<file path="config.mk">
export PLATFORM = sky130hd
export DESIGN_NAME = antisat_key_loader
export DESIGN_NICKNAME = d
export VERILOG_FILES = /design/src/rtl/antisat_key_loader.sv
export SDC_FILE = /design/constraint.sdc
export NUM_CORES = 1
export LEC_CHECK = 0
export CAP_MARGIN = 20
export CORE_UTILIZATION = 50
export DETAILED_ROUTE_END_ITERATION = 10
export DONT_BUFFER_PORTS = 1
export GPL_ROUTABILITY_DRIVEN = 0
export PLACE_DENSITY = 0.64
export SLEW_MARGIN = 25
export SYNTH_ARGS = -nofsm -noshare
export SYNTH_HDL_FRONTEND = slang
export SYNTH_SLANG_ARGS = --single-unit
</file>
<file path="constraint.sdc">
create_clock -name clk -period 2.3 [get_ports clk]
set_input_delay 0.69 -clock clk [delete_from_list [all_inputs] [get_ports clk]]
set_output_delay 0.69 -clock clk [all_outputs]
set_load 0.01 [all_outputs]
</file>
<file path="src/rtl/antisat_key_loader.sv">
// antisat_key_loader: serial key loader that shifts an LSB-first key frame
// into a shadow register, checks it, and presents it to the Anti-SAT block.
// Ports: clk, rst (sync, active-high), start, clear, ser_valid, ser_data,
//        ser_ready, key_out[KEY_WIDTH-1:0], key_valid, busy, load_err.
// Macro KEY_PARITY_CHECK_EN: frame gains a trailing even-parity bit that
// CHECK verifies; undefined, the frame is the bare key and CHECK passes.
module antisat_key_loader #(
  parameter int KEY_WIDTH = 34,
  parameter int TIMEOUT   = 255
) (
  input  logic                 clk,
  input  logic                 rst,
  input  logic                 start,
  input  logic                 clear,
  input  logic                 ser_valid,
  input  logic                 ser_data,
  output logic                 ser_ready,
  output logic [KEY_WIDTH-1:0] key_out,
  output logic                 key_valid,
  output logic                 busy,
  output logic                 load_err
);

`ifdef KEY_PARITY_CHECK_EN
  localparam int FRAME = KEY_WIDTH + 1;
`else
  localparam int FRAME = KEY_WIDTH;
`endif

  localparam int CW = (FRAME > 1) ? $clog2(FRAME) : 1;
  localparam int TW = $clog2(TIMEOUT + 1);
  localparam logic [CW-1:0] LAST    = CW'(FRAME - 1);
  localparam logic [TW-1:0] TO_LAST = TW'(TIMEOUT - 1);

  typedef enum logic [2:0] {
    IDLE, SHIFT, CHECK, LOADED, ERROR
  } state_t;

  state_t            state, nxt;
  logic [FRAME-1:0]  shadow;
  logic [CW-1:0]     bit_cnt;
  logic [TW-1:0]     to_cnt;
  logic              xfer;
  logic              chk_ok;
  logic              begin_load;

  assign xfer       = ser_valid && (state == SHIFT);
  assign begin_load = start && (state == IDLE || state == ERROR);

`ifdef KEY_PARITY_CHECK_EN
  // Parity bit equals XOR of key bits, so the whole frame XORs to zero.
  assign chk_ok = ~^shadow;
`else
  assign chk_ok = 1'b1;
`endif

  always_comb begin
    nxt = state;
    unique case (state)
      IDLE:   if (start) nxt = SHIFT;
      SHIFT: begin
        if (xfer && bit_cnt == LAST)       nxt = CHECK;
        else if (!xfer && to_cnt == TO_LAST) nxt = ERROR;
      end
      CHECK:  nxt = chk_ok ? LOADED : ERROR;
      LOADED: nxt = LOADED;
      ERROR:  if (start) nxt = SHIFT;
      default: nxt = IDLE;
    endcase
    if (clear) nxt = IDLE;
  end

  always_ff @(posedge clk) begin
    if (rst) begin
      state   <= IDLE;
      shadow  <= '0;
      bit_cnt <= '0;
      to_cnt  <= '0;
      key_out <= '0;
    end else begin
      state <= nxt;
      if (clear) begin
        shadow  <= '0;
        bit_cnt <= '0;
        to_cnt  <= '0;
        key_out <= '0;
      end else begin
        if (begin_load) begin
          shadow  <= '0;
          bit_cnt <= '0;
          to_cnt  <= '0;
        end
        if (xfer) begin
          shadow[bit_cnt] <= ser_data;
          bit_cnt         <= bit_cnt + 1'b1;
          to_cnt          <= '0;
        end else if (state == SHIFT) begin
          to_cnt <= to_cnt + 1'b1;
        end
        if (state == CHECK)
          key_out <= chk_ok ? shadow[KEY_WIDTH-1:0] : '0;
      end
    end
  end

  assign ser_ready = (state == SHIFT);
  assign busy      = (state == SHIFT) || (state == CHECK);
  assign key_valid = (state == LOADED);
  assign load_err  = (state == ERROR);

endmodule

</file>
### After elaboration in Yosys (flattened, before gate mapping)

Index checks and enable logic that the tools add are counted.

* output and inout port bits: 38
* register bits after elaboration: 85
* input bits: 6
* logic and storage cells: 48

* equal/unequal tests: 8
* multiplexer cells: 15
* reductions and logical operators: 16
* add/sub/neg operators: 2
* $lt $le $gt $ge: 2

Operator list (count)
* 34-bit two-way mux: 4
* 34-bit bitwise mux: 1
* 8-bit two-way mux: 2
* 6-bit two-way mux: 2
* 3-bit two-way mux: 3
* 3-bit case mux with 3 select lines: 1
* 8-bit by 1-bit adder with 8-bit output (second input constant): 1
* 8-bit equality test (second input constant): 1
* 6-bit by 7-bit < comparator with 1-bit output (second input constant): 1
* 6-bit by 1-bit adder with 6-bit output (second input constant): 1
* 1-bit demux with 6-bit select: 1
* 3-bit by 2-bit equality test with 1-bit output (second input constant): 2
* 6-bit equality test (second input constant): 1
* 6-bit by 1-bit >= comparator with 1-bit output (second input constant): 1
* 2-bit OR reduction: 3
* 1-bit logical AND: 5
* 2-bit nonzero test: 2
* 3-bit by 1-bit equality test with 1-bit output (second input constant): 1
* 3-bit equality test (second input constant): 1
* 3-bit logical NOT: 1
* 3-bit by 1-bit != test with 1-bit output (second input constant): 1
* 3-bit OR reduction: 1
* 1-bit logical OR: 2
* 2-bit by 1-bit != test with 1-bit output (second input constant): 1
* 3 further kinds: 3

### Depth between registers and ports, before layout

* word-level depth: 8
* gate-level depth with buffers: 7
* gate-level depth less buffers: 6

### Least setup slack after synthesis

OpenSTA, ideal clock, no wires.

* kind: reg2out
* start point: reg state[1]
* end point: out busy
* slack: 0.349 ns
* path buffers: 2
* arrival: 1.261 ns
* stages on the path, launching flop included: 6
* required time: 1.610 ns
* cells stage by stage: dfxtp_1 -> nand2b_1 -> or2_2 -> clkbuf_1 -> clkbuf_1 -> nand2_1

* word-level cells in the longest chain between the ends: 2
* elaborated cells between the ends (all ways): 3
* classes of those cells: 2 x eq/ne; 1 x reduce/logical

RTL lines
* from (decl): RTL line 39 `state_t state, nxt;`
* from (signal assigned): RTL line 81 `state <= nxt;`
* 3-bit by 1-bit equality test with 1-bit output or 3-bit by 2-bit equality test with 1-bit output (tied branches): RTL line 107 `assign busy = (state == SHIFT) || (state == CHECK);`
* 1-bit logical OR *: RTL line 107
* to (decl): RTL line 20 `output logic busy,`

Mark *: on every way between the ends. The rest lies on a longest branch, timed or not.

### Final worst setup path

* start point: reg state[0]
* end point: out ser_ready

* word-level cells in the longest chain between the ends: 1

RTL lines
* 3-bit by 1-bit equality test with 1-bit output: RTL line 106 `assign ser_ready = (state == SHIFT);`
* to (decl): RTL line 17 `output logic ser_ready,`

Every way passes these cells.

==> summary by stage <==
Clock network
TritonCTS created 9 clock buffers. In this run the deepest clock path goes through 2 buffers. Clock-pin slew was measured on the worst setup and hold paths at 0.08 ns. The number of levels in the clock H-tree is 3. The CTS tree is built. The number of setup buffers added after CTS is 0. CTS saw 85 sinks. Hold repair after CTS inserted 0 buffers. The clock tree root buffer cell is sky130_fd_sc_hd__clkbuf_8. The clock latency on the worst-skew pair is 0.35 ns.

Global route
The met2 track utilization from global routing is 33.8%. Global routing used 30.2% of the available met1 tracks. After global routing the overflow that remains totals 0.

The initial antenna violation count was 0. For this run, the total global-route usage over all layers was measured as 21.9%. Entering global routing, the biggest net connects 44 pins. The via count of the first global-routing pass is 2620. The met3 global-route usage is 3.85%. The peak-usage layer in the global routing report is met2. The first global-routing pass estimated 12600 µm of wire.

Power
The leakage dissipation is 1.33 nW. The switching share of power is 22.1%. The part of the total power dissipated in sequential elements is 57.0%. The internal cell power is 0.00202 W. The combinational share of power is 2.8%. The switching power of the nets is 0.000572 W. The clock network accounts for 40.2% of the total power. In this run the power density over the cells is 680 mW/mm².

Across the VDD grid, the largest voltage drop is 347 µV.

Worst setup path
Walking the worst path, the cells encountered are or3b_4, inv_1. STA classifies the critical path endpoint as a primary output. The category of cells accounting for the largest share of critical-path delay is simple AND/OR/NAND/NOR gates. Together, buffers and inverters on the worst path number 1. The capturing point of the worst reg2reg path is shadow[5]$_SDFF_PP0_. The kind of critical path is flip-flop to primary output.

The longest individual stage delay on the worst path is 0.47 ns. Along the worst path, the maximum fanout reaches 13. The endpoint required time on the critical path is 1.61 ns. Setup slack on the worst reg-to-reg path comes out at 0.43 ns.

The slowest stage cell on the critical path is sky130_fd_sc_hd__or3b_4. The data arrival time of the critical path is 1.48 ns. The launching point of the worst reg2reg path is state[1]$_SDFFE_PP0P_. Measured in cells, the most critical reg-to-reg path has a length of 5. The category of the worst setup path launch point is a flip-flop.

Floorplanning
Row generation in the floorplan step produced 30 rows. During I/O placement, the number of pins put on the boundary was 44. The floorplan step defined a core boundary enclosing 0.00679 mm². For this configuration, the core starts out at a cell density of 51.7%. The die is 85.8 µm wide.

The die covers 0.00737 mm². The height of the chip is 85.8 µm.

Place
The quantity of I/O buffers inserted on ports is 0. The wire-length estimate of the detail-placed layout is 4980 µm.

Route
For this run, design rule violations remaining after detail routing come to 0. The routed layout has 2801 vias. The number of vias per cell after detailed routing is 5.45.

The number of iterations in the first detailed-routing pass is 5. Dividing the detail-routed wire length by the instance count gives 14.6 µm. The detail route stage leaves a number of antenna-violating nets equal to 0. After detailed routing, the total wire length is 7500 µm. The detailed router finished its first iteration with 92 violations.

Cells and area
Once layout is complete, the utilization of the core stands at 56.0%. For this run, the post-layout net count is 424. The synthesis-to-layout area growth is 8.37%. 0 antenna diodes ended up in the layout.

The share of layout cells above drive strength 1 is 9.33%.

Min path
The end point of the worst hold path is key_out[16]$_SDFFE_PP0P_. The worst hold path begins at shadow[16]$_SDFF_PP0_. The worst hold path belongs to the class flip-flop to flip-flop. The number of instances on the worst hold path is 2.

Synth
In the synthesized netlist, mux cells make up 5.73% of the area. Synthesis handed over a netlist of 419 instances. Of the total synthesized cell area, the portion taken by AND, OR, NAND and NOR gates is 24.6%.

The total of flip-flops plus latches after synthesis is 85. The area of the mapped netlist is 0.00351 mm². The synthesized-area fraction occupied by xor and xnor cells is 0.249%. After synthesis, the share of flip-flops with an asynchronous set or reset is 0%. The main combinational cell family by area after synthesis is simple AND/OR/NAND/NOR gates. Synthesis instantiated 40 different standard cells from the library. The largest area contributor in the synthesized netlist is sky130_fd_sc_hd__dfxtp_1.

By area the synthesized netlist is led by sky130_fd_sc_hd__dfxtp_1 48%, sky130_fd_sc_hd__nand2_1 12%, sky130_fd_sc_hd__a21oi_1 6.7%. Of the total synthesized cell area, the portion taken by full adders, half adders and majority gates is 1.42%. For this run, the number of Yosys warnings is 0. The post-synthesis sequential area ratio is 48.4%. The post-synth net total is 429. The compound-gate portion of the synthesized area is 15.5%. Counting flops with a built-in enable in the synthesized netlist gives 0. The average cell area after synthesis is 8.39 µm². The proportion of netlist area held by the largest area contributor is 48.4%. In the synthesized netlist the dominant register cell turns out to be sky130_fd_sc_hd__dfxtp_1.

STA
The setup-violating endpoint count in the final report is 0. For the final routed database, the setup TNS stands at 0 ns. The number of pins exceeding their max-slew limit in the final report is 0. Static timing analysis puts the maximum clock frequency at 460 MHz. The post-route fraction of the period consumed by the critical path is 94.5%.

The largest clock skew in the final design is 0.00935 ns. Setup repair after global routing left no endpoint under its margin. At the pin with the least slew margin, the transition time is 0.492 ns. The final hold violation count is 0. The clock period minus final worst setup slack is 2.17 ns.

Headroom to the max-slew limit came out at 66.9%.

Run
The reported max-cap violation count is 0.

Run status
The flow ran to the end, and the final reports show no timing, DRC or antenna violations.
## power groups by stage
stage | registers [W] | clock network, W | logic (W)
global placement | 0.00151 | 0 | 0.0000729
global route | 0.00148 | 0.00113 | 0.0000807
finish | 0.00148 | 0.00104 | 0.0000720
CTS | 0.00148 | 0.00107 | 0.0000727
detailed placement | 0.00151 | 0 | 0.0000728
floorplan | 0.00151 | 0 | 0.0000571
## cells by family (layout without fill, tap and decap cells)
kind of cell | Yosys count | in the layout
adder cells (fa/ha/maj) | 4 | 4
flip-flops | 85 | 85
buffers and inverters | 35 | 34
XOR/XNOR | 1 | 1
multiplexers | 20 | 20
AO/OA/AOI/OAI | 89 | 89
AND/OR/NAND/NOR | 185 | 185
## layout by cell type, fill, tap and decap left out, types with 2 or more instances in the layout
cell type,n
sky130_fd_sc_hd__a211oi_1,3
sky130_fd_sc_hd__a21oi_1,47
sky130_fd_sc_hd__and2_1,3
sky130_fd_sc_hd__and3b_1,2
sky130_fd_sc_hd__buf_4,14
sky130_fd_sc_hd__clkbuf_8,10
sky130_fd_sc_hd__clkinv_2,2
sky130_fd_sc_hd__dfxtp_1,84
sky130_fd_sc_hd__ha_1,4
sky130_fd_sc_hd__inv_1,5
sky130_fd_sc_hd__mux2i_1,19
sky130_fd_sc_hd__nand2_1,112
sky130_fd_sc_hd__nand3_1,9
sky130_fd_sc_hd__nand3b_1,3
sky130_fd_sc_hd__nand4_1,3
sky130_fd_sc_hd__nor2_1,23
sky130_fd_sc_hd__nor2_2,2
sky130_fd_sc_hd__nor3_1,5
sky130_fd_sc_hd__nor3b_1,4
sky130_fd_sc_hd__nor4bb_1,2
sky130_fd_sc_hd__o211ai_1,16
sky130_fd_sc_hd__o21ai_0,3
sky130_fd_sc_hd__o31ai_1,17
sky130_fd_sc_hd__or2_2,2
sky130_fd_sc_hd__or3_1,4
sky130_fd_sc_hd__or3b_2,2
## cell type report
| class | count | area, µm² |
|---|---|---|
| Clock buffer | 11 | 141 |
| Tap cell | 96 | 120 |
| Timing Repair Buffer | 14 | 105 |
| Clock inverter | 4 | 48.8 |
| Multi-Input combinational cell | 299 | 1670 |
| Sequential cell | 85 | 1700 |
| Fill cell | 669 | 2990 |
| Inverter | 5 | 18.8 |
## worst max-delay path by stage
stage,startpoint,to,slack (ns),cells after the start
final,state[0]$_SDFFE_PP0P_,ser_ready,0.13,2
after CTS,state[0]$_SDFFE_PP0P_,ser_ready,0.02,2
after global placement,ser_valid,shadow[10]$_SDFF_PP0_,0.22,5
after global routing,state[0]$_SDFFE_PP0P_,ser_ready,0.06,2
after floorplan,state[1]$_SDFFE_PP0P_,busy,0.35,5
after detailed placement,ser_valid,shadow[5]$_SDFF_PP0_,0.20,5
## worst register-to-register path, delay by kind of cell (launching register included)
family                 cells  cell delay (ns)
and+or+nand+nor            2             0.72
AOI/OAI and AO/OA          2             0.43
DFF                        1             0.39
buffers and inverters      1             0.21
## routing by layer
layer | part of all wire, % | routed length [µm]
met1 | 49 | 3700
met2 | 45 | 3350
met3 | 4.4 | 328
met4 | 1.5 | 112
met5 | 0 | 0
## stage by stage
step           cells  hold slack, ns  power [W]  setup WS, ns  cell area (µm²)
6_report         514           0.457    0.00259         0.127             3810
5_1_grt          514           0.479    0.00268        0.0565             3810
4_1_cts          514           0.459    0.00262        0.0209             3810
3_5_place_dp     499           0.446    0.00158         0.202             3620
3_3_place_gp     499           0.442    0.00158         0.224             3620
2_1_floorplan    419           0.432    0.00156         0.349             3510
## synth_stat cells (4+ instances only)
master and number:
sky130_fd_sc_hd__a21oi_1 47, sky130_fd_sc_hd__buf_2 7, sky130_fd_sc_hd__clkbuf_1 22, sky130_fd_sc_hd__dfxtp_1 85, sky130_fd_sc_hd__ha_1 4, sky130_fd_sc_hd__inv_1 5
sky130_fd_sc_hd__mux2i_1 19, sky130_fd_sc_hd__nand2_1 112, sky130_fd_sc_hd__nand3_1 9, sky130_fd_sc_hd__nor2_1 24, sky130_fd_sc_hd__nor3_1 5, sky130_fd_sc_hd__nor3b_1 4
sky130_fd_sc_hd__o211ai_1 16, sky130_fd_sc_hd__o31ai_1 17, sky130_fd_sc_hd__or3_1 4
## state kept, by name, indices dropped and copies added, names as in the netlist
| name | flops |
|---|---|
| bit_cnt | 6 |
| state | 3 |
| key_out | 34 |
| to_cnt | 8 |
| shadow | 34 |
## what timing repair did
action / CTS / global route
hold endpoints to repair: 0 / 0
endpoints found under the setup margin: 0 / 1
resized for setup: 0 / 1
Note: power is estimated with default switching activity, not from simulation.
